===== config.mk =====
export PLATFORM = sky130hd
export DESIGN_NAME = link_vc_buffer
export DESIGN_NICKNAME = d
export VERILOG_FILES = /design/src/rtl/link_vc_buffer.sv
export SDC_FILE = /design/constraint.sdc
export NUM_CORES = 1
export LEC_CHECK = 0
export CORE_AREA = 2 2 177 179
export DETAILED_ROUTE_END_ITERATION = 10
export DIE_AREA = 0 0 179 181
export GPL_TIMING_DRIVEN = 0
export PLACE_DENSITY = 0.62
export SLEW_MARGIN = 5
export SYNTH_ARGS = -nofsm -noshare
export SYNTH_HDL_FRONTEND = slang
export SYNTH_SLANG_ARGS = --single-unit
export TNS_END_PERCENT = 10

===== constraint.sdc =====
create_clock -name clk -period 3.13 [get_ports clk]
set_clock_uncertainty 0.2 [all_clocks]
set_input_delay 0.313 -clock clk [delete_from_list [all_inputs] [get_ports clk]]
set_output_delay 0.313 -clock clk [all_outputs]
set_load 0.005 [all_outputs]

===== src/rtl/link_vc_buffer.sv =====
// Per-link virtual-channel buffer: one FIFO per VC feeding a registered output
// stage that interleaves VCs round-robin at phit granularity.
module link_vc_buffer #(
    parameter int no_vc                      = 2,
    parameter int floorplusone_log2_no_vc    = 2,
    parameter int phit_size                  = 32,
    parameter int buf_size                   = 4,
    parameter int floorplusone_log2_buf_size = 3
) (
    input  logic                               clk,
    input  logic                               reset,
    input  logic [phit_size-1:0]               indata,
    input  logic                               insent_req,
    input  logic                               innew,
    input  logic [floorplusone_log2_no_vc-1:0] invc_no,
    output logic                               outready,
    output logic [phit_size-1:0]               outdata,
    output logic                               outsent_req,
    output logic                               outnew,
    output logic [floorplusone_log2_no_vc-1:0] outvc_no,
    input  logic                               inready,
    output logic [no_vc-1:0]                   vc_full_vec,
    output logic                               busy
);
    // Handshake: a phit moves on an edge where the sender's valid (insent_req /
    // outsent_req) and the receiver's ready (outready / inready) are both high.
    // outready depends only on invc_no and registered counts, never on insent_req.

    localparam int ptr_w = (buf_size > 1) ? $clog2(buf_size) : 1;
    localparam int vc_w  = floorplusone_log2_no_vc;
    localparam int cnt_w = floorplusone_log2_buf_size;

    logic [phit_size:0] mem [no_vc][buf_size];
    logic [cnt_w-1:0]   count  [no_vc];
    logic [ptr_w-1:0]   rd_ptr [no_vc];
    logic [ptr_w-1:0]   wr_ptr [no_vc];
    logic [vc_w-1:0]    rr_ptr;

    logic [no_vc-1:0]   nonempty;
    logic [no_vc-1:0]   push_v;
    logic [no_vc-1:0]   pop_v;
    logic               load_ok;
    logic               found;
    logic [vc_w-1:0]    pick;
    logic [phit_size:0] head;

    function automatic logic [ptr_w-1:0] ptr_inc(input logic [ptr_w-1:0] p);
        return (p == ptr_w'(buf_size - 1)) ? '0 : p + ptr_w'(1);
    endfunction

    always_comb begin
        for (int v = 0; v < no_vc; v++) begin
            nonempty[v]    = (count[v] != '0);
            vc_full_vec[v] = (count[v] == cnt_w'(buf_size));
        end
    end

    assign busy = (|nonempty) | outsent_req;

    // VC numbers at or above no_vc never match, so outready stays low for them.
    always_comb begin
        outready = 1'b0;
        for (int v = 0; v < no_vc; v++) begin
            if (invc_no == vc_w'(v)) outready = !vc_full_vec[v];
        end
    end

    always_comb begin
        for (int v = 0; v < no_vc; v++) begin
            push_v[v] = insent_req && outready && (invc_no == vc_w'(v));
        end
    end

    // Search rr_ptr+1, rr_ptr+2, ... and finish with rr_ptr itself.
    always_comb begin
        load_ok = !outsent_req || inready;
        found   = 1'b0;
        pick    = '0;
        for (int k = 1; k <= no_vc; k++) begin
            for (int v = 0; v < no_vc; v++) begin
                if (!found && nonempty[v] && (v == (int'(rr_ptr) + k) % no_vc)) begin
                    found = 1'b1;
                    pick  = vc_w'(v);
                end
            end
        end
        head = '0;
        for (int v = 0; v < no_vc; v++) begin
            pop_v[v] = load_ok && found && (pick == vc_w'(v));
            if (pick == vc_w'(v)) head = mem[v][rd_ptr[v]];
        end
    end

    always_ff @(posedge clk) begin
        for (int v = 0; v < no_vc; v++) begin
            if (push_v[v]) mem[v][wr_ptr[v]] <= {innew, indata};
        end
    end

    always_ff @(posedge clk or negedge reset) begin
        if (!reset) begin
            for (int v = 0; v < no_vc; v++) begin
                count[v]  <= '0;
                rd_ptr[v] <= '0;
                wr_ptr[v] <= '0;
            end
            rr_ptr      <= '0;
            outsent_req <= 1'b0;
            outnew      <= 1'b0;
            outdata     <= '0;
            outvc_no    <= '0;
        end else begin
            for (int v = 0; v < no_vc; v++) begin
                if (push_v[v]) wr_ptr[v] <= ptr_inc(wr_ptr[v]);
                if (pop_v[v])  rd_ptr[v] <= ptr_inc(rd_ptr[v]);
                if (push_v[v] && !pop_v[v])
                    count[v] <= count[v] + cnt_w'(1);
                else if (!push_v[v] && pop_v[v])
                    count[v] <= count[v] - cnt_w'(1);
            end
            if (load_ok && found) begin
                outdata     <= head[phit_size-1:0];
                outnew      <= head[phit_size];
                outvc_no    <= pick;
                outsent_req <= 1'b1;
                rr_ptr      <= pick;
            end else if (outsent_req && inready) begin
                outsent_req <= 1'b0;
            end
        end
    end
endmodule


==> results of run 1 <==
[state kept, by name, indices dropped and copies added (netlist names)]
name	flops
count	6
mem	264
outdata	32
outnew	1
outsent_req	1
outvc_no	1
rd_ptr	4
wr_ptr	4
[metal layers]
layer	part of all wire, %	GRT usage, %	up-vias	routed length, microns
met5	0	0	-	0
met4	2.1	4.130	0	562
met3	4.9	2.546	41	1292
met2	50	27.23	165	13070
met1	43	23.20	3164	11460
li1	-	-	2573	-
[kinds of logic (layout without fill, tap and decap cells)]
family	after synthesis	in the layout	synth area share [%]
xor+xnor	6	6	0.4354
buf+inv	43	186	1.794
mux	76	76	13.40
compound gates	38	38	3.100
flops	313	313	75.84
simple gates	60	60	3.815
fa+ha+maj	14	14	1.576
other cells	1	2	0.03107
[report_power, final]
group          internal (mW)  total, mW  switching (mW)
Clock                   2.21       3.69            1.48
Sequential              5.05       5.39           0.335
Combinational           1.88       3.53            1.65
[metrics by stage]
| stage | hold WS [ns] | cell area (sq um) | util (%) | instances | setup slack (ns) |
|---|---|---|---|---|---|
| after detailed placement | 0.2666 | 13500 | 44.49 | 1032 | -0.2934 |
| after CTS | 0.2079 | 14560 | 47.98 | 1091 | 0.01404 |
| after global placement | 0.2939 | 13340 | 43.94 | 1024 | -0.6993 |
| after global routing | 0.2483 | 14560 | 47.97 | 1090 | 0.1036 |
| after floorplan | -0.1826 | 12070 | - | 551 | 0.5602 |
| final | 0.1963 | 14560 | 47.98 | 1091 | 0.1971 |
[repair_timing]
item | CTS | global route
hold buffers | 1 | 0
endpoints found under the setup margin | 2 | 2
hold endpoints to repair | 49 | 0
setup buffers | 0 | 0
resized for setup | 2 | 2
[cell type report]
cell class	count	area [sq um]
multi-input combinational	195	2714
tap	396	495.5
antenna	1	2.502
clock inverter	9	110.1
inverter	7	26.28
buffer	35	187.7
sequential	313	9154
clock buffer	49	933.4
timing repair buffer	86	938.4
fill	2451	15790
[cell usage after synthesis, types with 2 or more instances]
library cell  count  area, sq um
buf_6             5        56.30
or3_1             2        12.51
a221o_1          33        330.3
ha_1             12        150.1
mux4_2           61         1374
and2_1            8        50.05
mux2_2           10        112.6
clkbuf_1         19        71.32
fa_1              2        40.04
edfxtp_1        264         7928
dfrtp_1          49         1226
buf_2            11        55.05
inv_1             7        26.28
xnor2_1           2        17.52
mux4_1            5        131.4
xor2_1            4        35.03
nor2_1            7        26.28
and4_1           31        271.5
and4_4            2        22.52
nor3b_1           2        15.01
[final timing paths]
kind / from / end / slack, ns / cells past startpoint
max: count[2]$_DFFE_PN0P_ / busy / 0.20 / 4
min: reset / outdata[1]$_DFFE_PN0N_ / 0.20 / 2
max reg2reg: count[4]$_DFFE_PN0P_ / count[5]$_DFFE_PN0P_ / 0.25 / 11
min reg2reg: count[2]$_DFFE_PN0P_ / count[2]$_DFFE_PN0P_ / 0.31 / 1
max in group asynchronous: reset / outdata[14]$_DFFE_PN0N_ / 2.02 / 2
min in group clk: indata[11] / mem[0][110]$_DFFE_PP_ / 0.27 / 1
==> metrics.txt, run 1 <==
register bit total from synthesis 313; # port buffers 77; CP Capture Type output port; commonest cells after routing, fill and taps aside edfxtp_1, clkdlybuf4s50_1, mux4_2; Max-slew headroom 42.67%; Detailed Routing Iterations Pass 1 4; vias in the first global route 6245; PwrDens 865.8 mW/mm^2; Crit Path Class reg2out; maximum clock path buffer count 3; RSZ-0062 raised after global routing false; first-pass GRT wire length 39360 microns; achievable clock frequency 341.0 MHz; Final Hold Viols 0; endpoints failing setup 0; period utilisation layout 93.70%; die width 179 microns; commonest non-fill, non-tap cell in the layout edfxtp_1; setup TNS 0 ns; Layout area overhead 20.65%; total CTS buffers 31; synthesis warning total 0; VDD IR max 0.4936 mV; Clock Latency Late Sink 0.57 ns; Final nets 722; Startpoint Class register; max cap viols 0; clk root buf clkbuf_16; Cells after Synth 551; sequence of cells on the critical path or3_1 -> buf_2 -> or3_1 -> clkdlybuf4s50_1; Post-synth EDFFs 264; GRT overflow 0; highest net fanout along the worst path 19; Die Span Y 181 microns; Via Count 5943; total power 12.61 mW; H-Tree Depth 1; GR Util All Layers 16.56%; initial antenna violation count 1; I/O pin total 79; share of layout cells above drive strength 1 23.05%; number of buffers and inverters on the critical path 2; status completed; Die ar. 0.03240 sq mm; Avg WL per Cell 24.19 microns; delay-heaviest family, CP simple AND/OR/NAND/NOR gates; final wirelength 26390 microns; Worst path max stage delay 0.45 ns; Worst-path clk slew 0.06 ns; DP HPWL 15990 microns; CTS tree yes; register area share after synthesis 75.84%; vias per cell 5.447; Distinct cells, synth 35; clock period minus final worst setup slack 2.933 ns; synthesized area 0.01207 sq mm; asr flop ratio synth 15.65%; Remaining DRCs 0; critical path arrival 2.42 ns; core area 0.03035 sq mm; gpl congestion 0.6802; # clock sinks 313; Slowest cell on crit path clkdlybuf4s50_1; Least-Margin Pin Slew 0.8599 ns; # rows 64; largest net degree at the start of global routing 50; DRT iter0 DRCs 383; CP Data Required Time 2.62 ns; Slew Viols, Final 0; Initial Utilization 39.77%; P_leak 4.893 nW; Main synth FF type edfxtp_1; Syn Area/Cell 21.90 sq um; DRT antenna net count 0; Hold Path Class in2async; Top cell by count, worst path or3_1; syn_nets 604
Note: power is estimated with default switching activity, not from simulation.
==> inputs of run 2 (changes only) <==
PLACE_DENSITY = default   (was 0.62)
==> run 2 against run 1 <==
First-iteration DRC count increased by 18%. Combinational power about the same. Register-to-register slack worse by 0.13 ns. Worst setup slack lost 0.081 ns. Sequential cell count unchanged. Global-route usage shrank 0.21 points. Maximum frequency decreased by 2.7%. Hold slack worse by 0.0019 ns. Critical path depth up 6. Die area did not move. Non-clock buffer count did not move. Largest power group unchanged.
==> metrics.txt, run 2 (synthesis gave the netlist of run 1 again) <==
PwrDens 855.1 mW/mm^2 (-1.2%); final wirelength 25800 microns (-2.2%); Slowest cell on crit path clkbuf_1; status completed; Slew Viols, Final 0 (unchanged); GR Util All Layers 16.35% (-0.21 points); Startpoint Class register; Initial Utilization 39.77% (unchanged); maximum clock path buffer count 3 (unchanged); RSZ-0062 raised after global routing true; max reg flops 264 (unchanged); DP HPWL 16030 microns (+0.25%); total power 12.38 mW (-1.8%); Top cell by count, worst path inv_1; core area 0.03035 sq mm (unchanged); Clock Latency Late Sink 0.56 ns (about the same); Final Hold Viols 0 (unchanged); GRT overflow 0 (unchanged); sequence of cells on the critical path nand2b_1 -> buf_2 -> o211a_1 -> buf_6 -> clkbuf_1 -> inv_1 -> ha_1 -> inv_1 -> fa_1 -> mux2_2; Max-slew headroom 42.26% (-0.41 points); gpl congestion 0.6722 (-1.2%); ant diodes 0 (-1); clock period minus final worst setup slack 3.014 ns (+0.08086 ns); period utilisation layout 96.29% (+2.6 points); Finished Core Util 47.70% (-0.28 points); die width 179 microns (unchanged); Crit Path Class reg2reg; total CTS buffers 31 (unchanged); max cap viols 0 (unchanged); worst setup margin 0.1162 ns (-0.08086 ns); H-Tree Depth 1 (unchanged); first-pass GRT wire length 39150 microns (-0.54%); Remaining DRCs 0 (unchanged); Post-CTS Setup Bufs 0 (unchanged); initial antenna violation count 1 (unchanged); Worst path max stage delay 0.49 ns (+0.04 ns); critical path arrival 3.24 ns (+0.82 ns); endpoints failing setup 0 (unchanged); delay-heaviest family, CP buffers and inverters; commonest non-fill, non-tap cell in the layout edfxtp_1; Via Count 5872 (-1.2%); highest net fanout along the worst path 10 (-9); vias in the first global route 6353 (+1.7%); Reg area 0.009154 sq mm (unchanged); clk root buf clkbuf_16; DRT antenna net count 0 (unchanged); VDD IR max 0.5533 mV (+12%); Layout area overhead 19.95%; vias per cell 5.392 (-1.0%); Die ar. 0.03240 sq mm (unchanged); P_leak 4.851 nW (-0.87%); CP Capture Type register; achievable clock frequency 331.8 MHz (-2.7%); DRT iter0 DRCs 452 (+18%); Multi-input gate area 0.002714 sq mm (unchanged); Die Span Y 181 microns (unchanged); CTS tree yes; CP Data Required Time 3.36 ns (+0.74 ns); number of buffers and inverters on the critical path 5 (+3); I/O pin total 79 (unchanged); design area 0.01448 sq mm (-0.58%); # rows 64 (unchanged); Hold Path Class in2async; placed cell area 0.01350 sq mm (unchanged); Avg WL per Cell 23.69 microns (-2.0%); Detailed Routing Iterations Pass 1 5 (+1); Place WS -0.2811 ns (+0.01224 ns); Worst-path clk slew 0.06 ns (about the same); Filler Cells Inserted 2462 (+0.45%); Least-Margin Pin Slew 0.8661 ns (+0.006159 ns); commonest cells after routing, fill and taps aside edfxtp_1, clkdlybuf4s50_1, mux4_2; Final nets 722 (unchanged); setup TNS 0 ns (unchanged); # clock sinks 313 (unchanged); share of layout cells above drive strength 1 22.37% (-0.69 points); largest net degree at the start of global routing 50 (unchanged); # port buffers 77 (unchanged)
run 2: changes by cell type in the layout (fill, tap and decap cells not counted), sizes merged:
cell | before | now
clkinv | 5 | 11
diode | 1 | 0
clkbuf | 67 | 60
run 2: path summary, 6_finish.rpt:
path | start | to | slack, ns | cells past startpoint
worst min register to register | outdata[22]$_DFFE_PN0N_ | outdata[22]$_DFFE_PN0N_ | 0.31 | 1
worst min-delay path | reset | outdata[29]$_DFFE_PN0N_ | 0.19 | 2
worst max register to register | outsent_req$_DFFE_PN0P_ | count[4]$_DFFE_PN0P_ | 0.12 | 10
max in group asynchronous | reset | outdata[14]$_DFFE_PN0N_ | 2.00 | 2
worst max-delay path | outsent_req$_DFFE_PN0P_ | count[4]$_DFFE_PN0P_ | 0.12 | 10
min in group clk | indata[12] | mem[0][12]$_DFFE_PP_ | 0.28 | 1
run 2: repair_timing:
action | 4_1_cts | 5_1_grt
hold buffers | 1 | 0
endpoints found under the setup margin | 2 | 3
endpoints found under the hold margin | 49 | 0
resized for setup | 2 | 0
run 2: area by class of cell:
class | instances | area share, %
tap | 396 | 3.423
multi-input combinational | 195 | 18.75
buffer | 35 | 1.288
clock buffer | 42 | 5.782
clock inverter | 15 | 0.8643
inverter | 7 | 0.1815
sequential | 313 | 63.23
timing repair buffer | 86 | 6.482
run 2: metrics by stage:
step                      instances  hold slack [ns]
after global routing           1089           0.2265
after floorplan                 551          -0.1826
final                          1089           0.1945
after global placement         1024           0.2933
after CTS                      1090           0.2026
after detailed placement       1032           0.2471
run 2: where the power goes:
group | internal [mW] | total [mW] | switching (mW) | leakage [nW]
Combinational | 1.88 | 3.51 | 1.63 | 1.41
Sequential | 5.05 | 5.37 | 0.323 | 2.97
Clock | 2.03 | 3.50 | 1.47 | 0.471
Total | 8.96 | 12.4 | 3.42 | 4.85
run 2: routing by layer:
layer | part of all wire [%] | global-route usage [%]
met5 | 0.043 | 0
met4 | 2.5 | 4.228
met1 | 43 | 22.58
met3 | 5.0 | 2.588
met2 | 50 | 27.11
run 2: worst reg2reg max path: stages, from the launching register on:
cell and delay, ns:
dfrtp_1 0.38, nand2b_1 0.09, buf_2 0.25, o211a_1 0.20, buf_6 0.14, clkbuf_1 0.49, inv_1 0.13, ha_1 0.24
inv_1 0.08, fa_1 0.42, mux2_2 0.28
==> inputs of run 3 (changes only) <==
CORE_AREA = 2 2 189 191   (was 2 2 177 179)
CTS_CLUSTER_SIZE = 25   (was default)
DIE_AREA = 0 0 191 193   (was 0 0 179 181)
==> run 3 against run 2 <==
Cell count increased by 6.5%. Via count is 0.10% higher. Wire length rose by 2.1%. Sequential power is essentially flat. First-iteration DRC count rose by 10%. Critical path depth decreased by 5. Critical path type is now reg2out. Maximum frequency shrank 1.9%. Count of clock-buffer cells in the layout is 4 lower. Die area grew 14%. Power grew 3.3%. Global-route usage decreased by 1.7 points.
==> metrics.txt, run 3 (synthesis gave the netlist of run 1 again) <==
VDD IR max 0.4401 mV (-20%); CP Capture Type output port; crit path capture busy; Remaining DRCs 0 (unchanged); FF-to-FF Start count[4]$_DFFE_PN0P_; clock period minus final worst setup slack 3.072 ns (+0.05797 ns); Clock Latency Late Sink 0.56 ns (about the same); Finished Core Util 42.14% (-5.6 points); sw power 3.473 mW (+1.5%); design area 0.01473 sq mm (+1.8%); CTS tree yes; Post-CTS Setup Bufs 0 (unchanged); Avg WL per Cell 22.71 microns (-4.2%); Max-slew headroom 42.54% (+0.28 points); core area 0.03496 sq mm (+15%); Detailed Routing Iterations Pass 1 5 (unchanged); initial antenna violation count 3 (+2); Via Count 5878 (+0.10%); combinational share of power 27.3% (-1.0 points); Hold Slack 0.07541 ns (-0.1191 ns); P_leak 4.932 nW (+1.7%); clk root buf clkbuf_16; max reg flops 264 (unchanged); critical path arrival 2.56 ns (-0.68 ns); DRT antenna net count 0 (unchanged); final wirelength 26340 microns (+2.1%); commonest non-fill, non-tap cell in the layout edfxtp_1; Final Hold Viols 0 (unchanged); GRT overflow 0 (unchanged); share of layout cells above drive strength 1 24.03% (+1.7 points); I/O pin total 79 (unchanged); launch point of the worst path count[1]$_DFFE_PN0P_; max cap viols 0 (unchanged); Die ar. 0.03686 sq mm (+14%); maximum clock path buffer count 3 (unchanged); Die Span Y 193 microns (+6.6%); status completed; setup TNS 0 ns (unchanged); Slew Viols, Final 0 (unchanged); # port buffers 77 (unchanged); total CTS buffers 31 (unchanged); Layout area overhead 22.07%; vias in the first global route 6415 (+0.98%); clock power share 30.5% (+2.3 points); H-Tree Depth 1 (unchanged); CP Data Required Time 2.62 ns (-0.74 ns); DP HPWL 17020 microns (+6.2%); GR Util All Layers 14.69% (-1.7 points); achievable clock frequency 325.5 MHz (-1.9%); DRT iter0 DRCs 498 (+10%); switching share of power 27.15% (-0.50 points); vias per cell 5.067 (-6.0%); commonest cells after routing, fill and taps aside edfxtp_1, clkdlybuf4s50_1, mux4_2; Seq pwr share 42.2% (-1.2 points); RSZ-0062 raised after global routing true; # clock sinks 313 (unchanged); gpl congestion 0.6966 (+3.6%); Least-Margin Pin Slew 0.8619 ns (-0.004200 ns); largest net degree at the start of global routing 34 (-32%); Worst-path clk slew 0.06 ns (about the same); # rows 69 (+7.8%); Crit Path Class reg2out; placed cell area 0.01362 sq mm (+0.84%); reg-to-reg slack, setup 0.36 ns (+0.24 ns); total power 12.79 mW (+3.3%); highest net fanout along the worst path 10 (unchanged); die width 191 microns (+6.7%); Startpoint Class register; Hold Path Class in2async; R2R Path End count[1]$_DFFE_PN0P_; first-pass GRT wire length 39990 microns (+2.1%); PwrDens 868.2 mW/mm^2 (+1.5%); Pint 9.317 mW (+4.0%); period utilisation layout 98.14% (+1.9 points); R2R depth 6 (-4); Initial Utilization 34.52% (-5.2 points); Final nets 723 (+0.14%); endpoints failing setup 0 (unchanged)
==> run 3: changes by cell type in the layout (fill, tap and decap cells not counted), moves of 2 or more <==
cell	change
buf_16	+2
bufinv_16	+4
diode_2	+4
buf_2	+2
clkbuf_1	-6
clkinv_1	-3
clkinv_2	+2
==> run 3: routing by layer <==
layer / track usage, % / routed length (microns) / vias to the layer above
li1: - / - / 2574
met5: 0 / 0 / -
met2: 25.04 / 13050 / 168
met4: 3.965 / 626 / 0
met3: 2.805 / 1425 / 40
met1: 19.34 / 11240 / 3096
==> run 3: worst min-delay path by stage <==
stage	startpoint	endpoint	cells past startpoint
6_report	reset	outdata[29]$_DFFE_PN0N_	2
5_1_grt	reset	outdata[2]$_DFFE_PN0N_	2
4_1_cts	reset	outdata[29]$_DFFE_PN0N_	2
3_5_place_dp	reset	outdata[20]$_DFFE_PN0N_	1
3_3_place_gp	count[2]$_DFFE_PN0P_	count[2]$_DFFE_PN0P_	1
2_1_floorplan	reset	count[0]$_DFFE_PN0P_	0
==> run 3: per-stage QoR <==
stage          setup WS [ns]  cells
2_1_floorplan         0.5602    551
3_3_place_gp         -0.5556   1089
3_5_place_dp         -0.3619   1098
4_1_cts             0.004044   1157
5_1_grt             -0.03185   1157
6_report             0.05824   1160
==> run 3: cell type report <==
type	instances	area [sq um]
timing repair buffer	87	970.9
buffer	35	187.7
tap	461	576.8
inverter	7	26.28
multi-input combinational	195	2714
clock buffer	38	832.0
sequential	313	9155
clock inverter	20	260.3
antenna	4	10.01
fill	3051	20230
==> run 3: power groups by stage <==
stage | Combinational (mW) | Sequential, mW | Clock [mW]
final | 3.49 | 5.40 | 3.90
after global routing | 3.80 | 5.46 | 4.16
after CTS | 3.58 | 5.40 | 3.99
after detailed placement | 3.57 | 5.47 | 0
after global placement | 3.40 | 5.46 | 0
after floorplan | 2.21 | 5.37 | 0
==> run 3: worst max-delay path, cell delays in order, from the launching register on <==
cell and delay, ns:
dfrtp_2 0.44, or3_1 0.35, buf_2 0.21, buf_2 0.22
or3_1 0.33, clkdlybuf4s50_1 0.45
==> run 3: repair_timing <==
action / CTS / global route
hold buffers: 1 / 0
endpoints found under the hold margin: 49 / 0
endpoints found under the setup margin: 2 / 3
gates resized for setup: 2 / 2
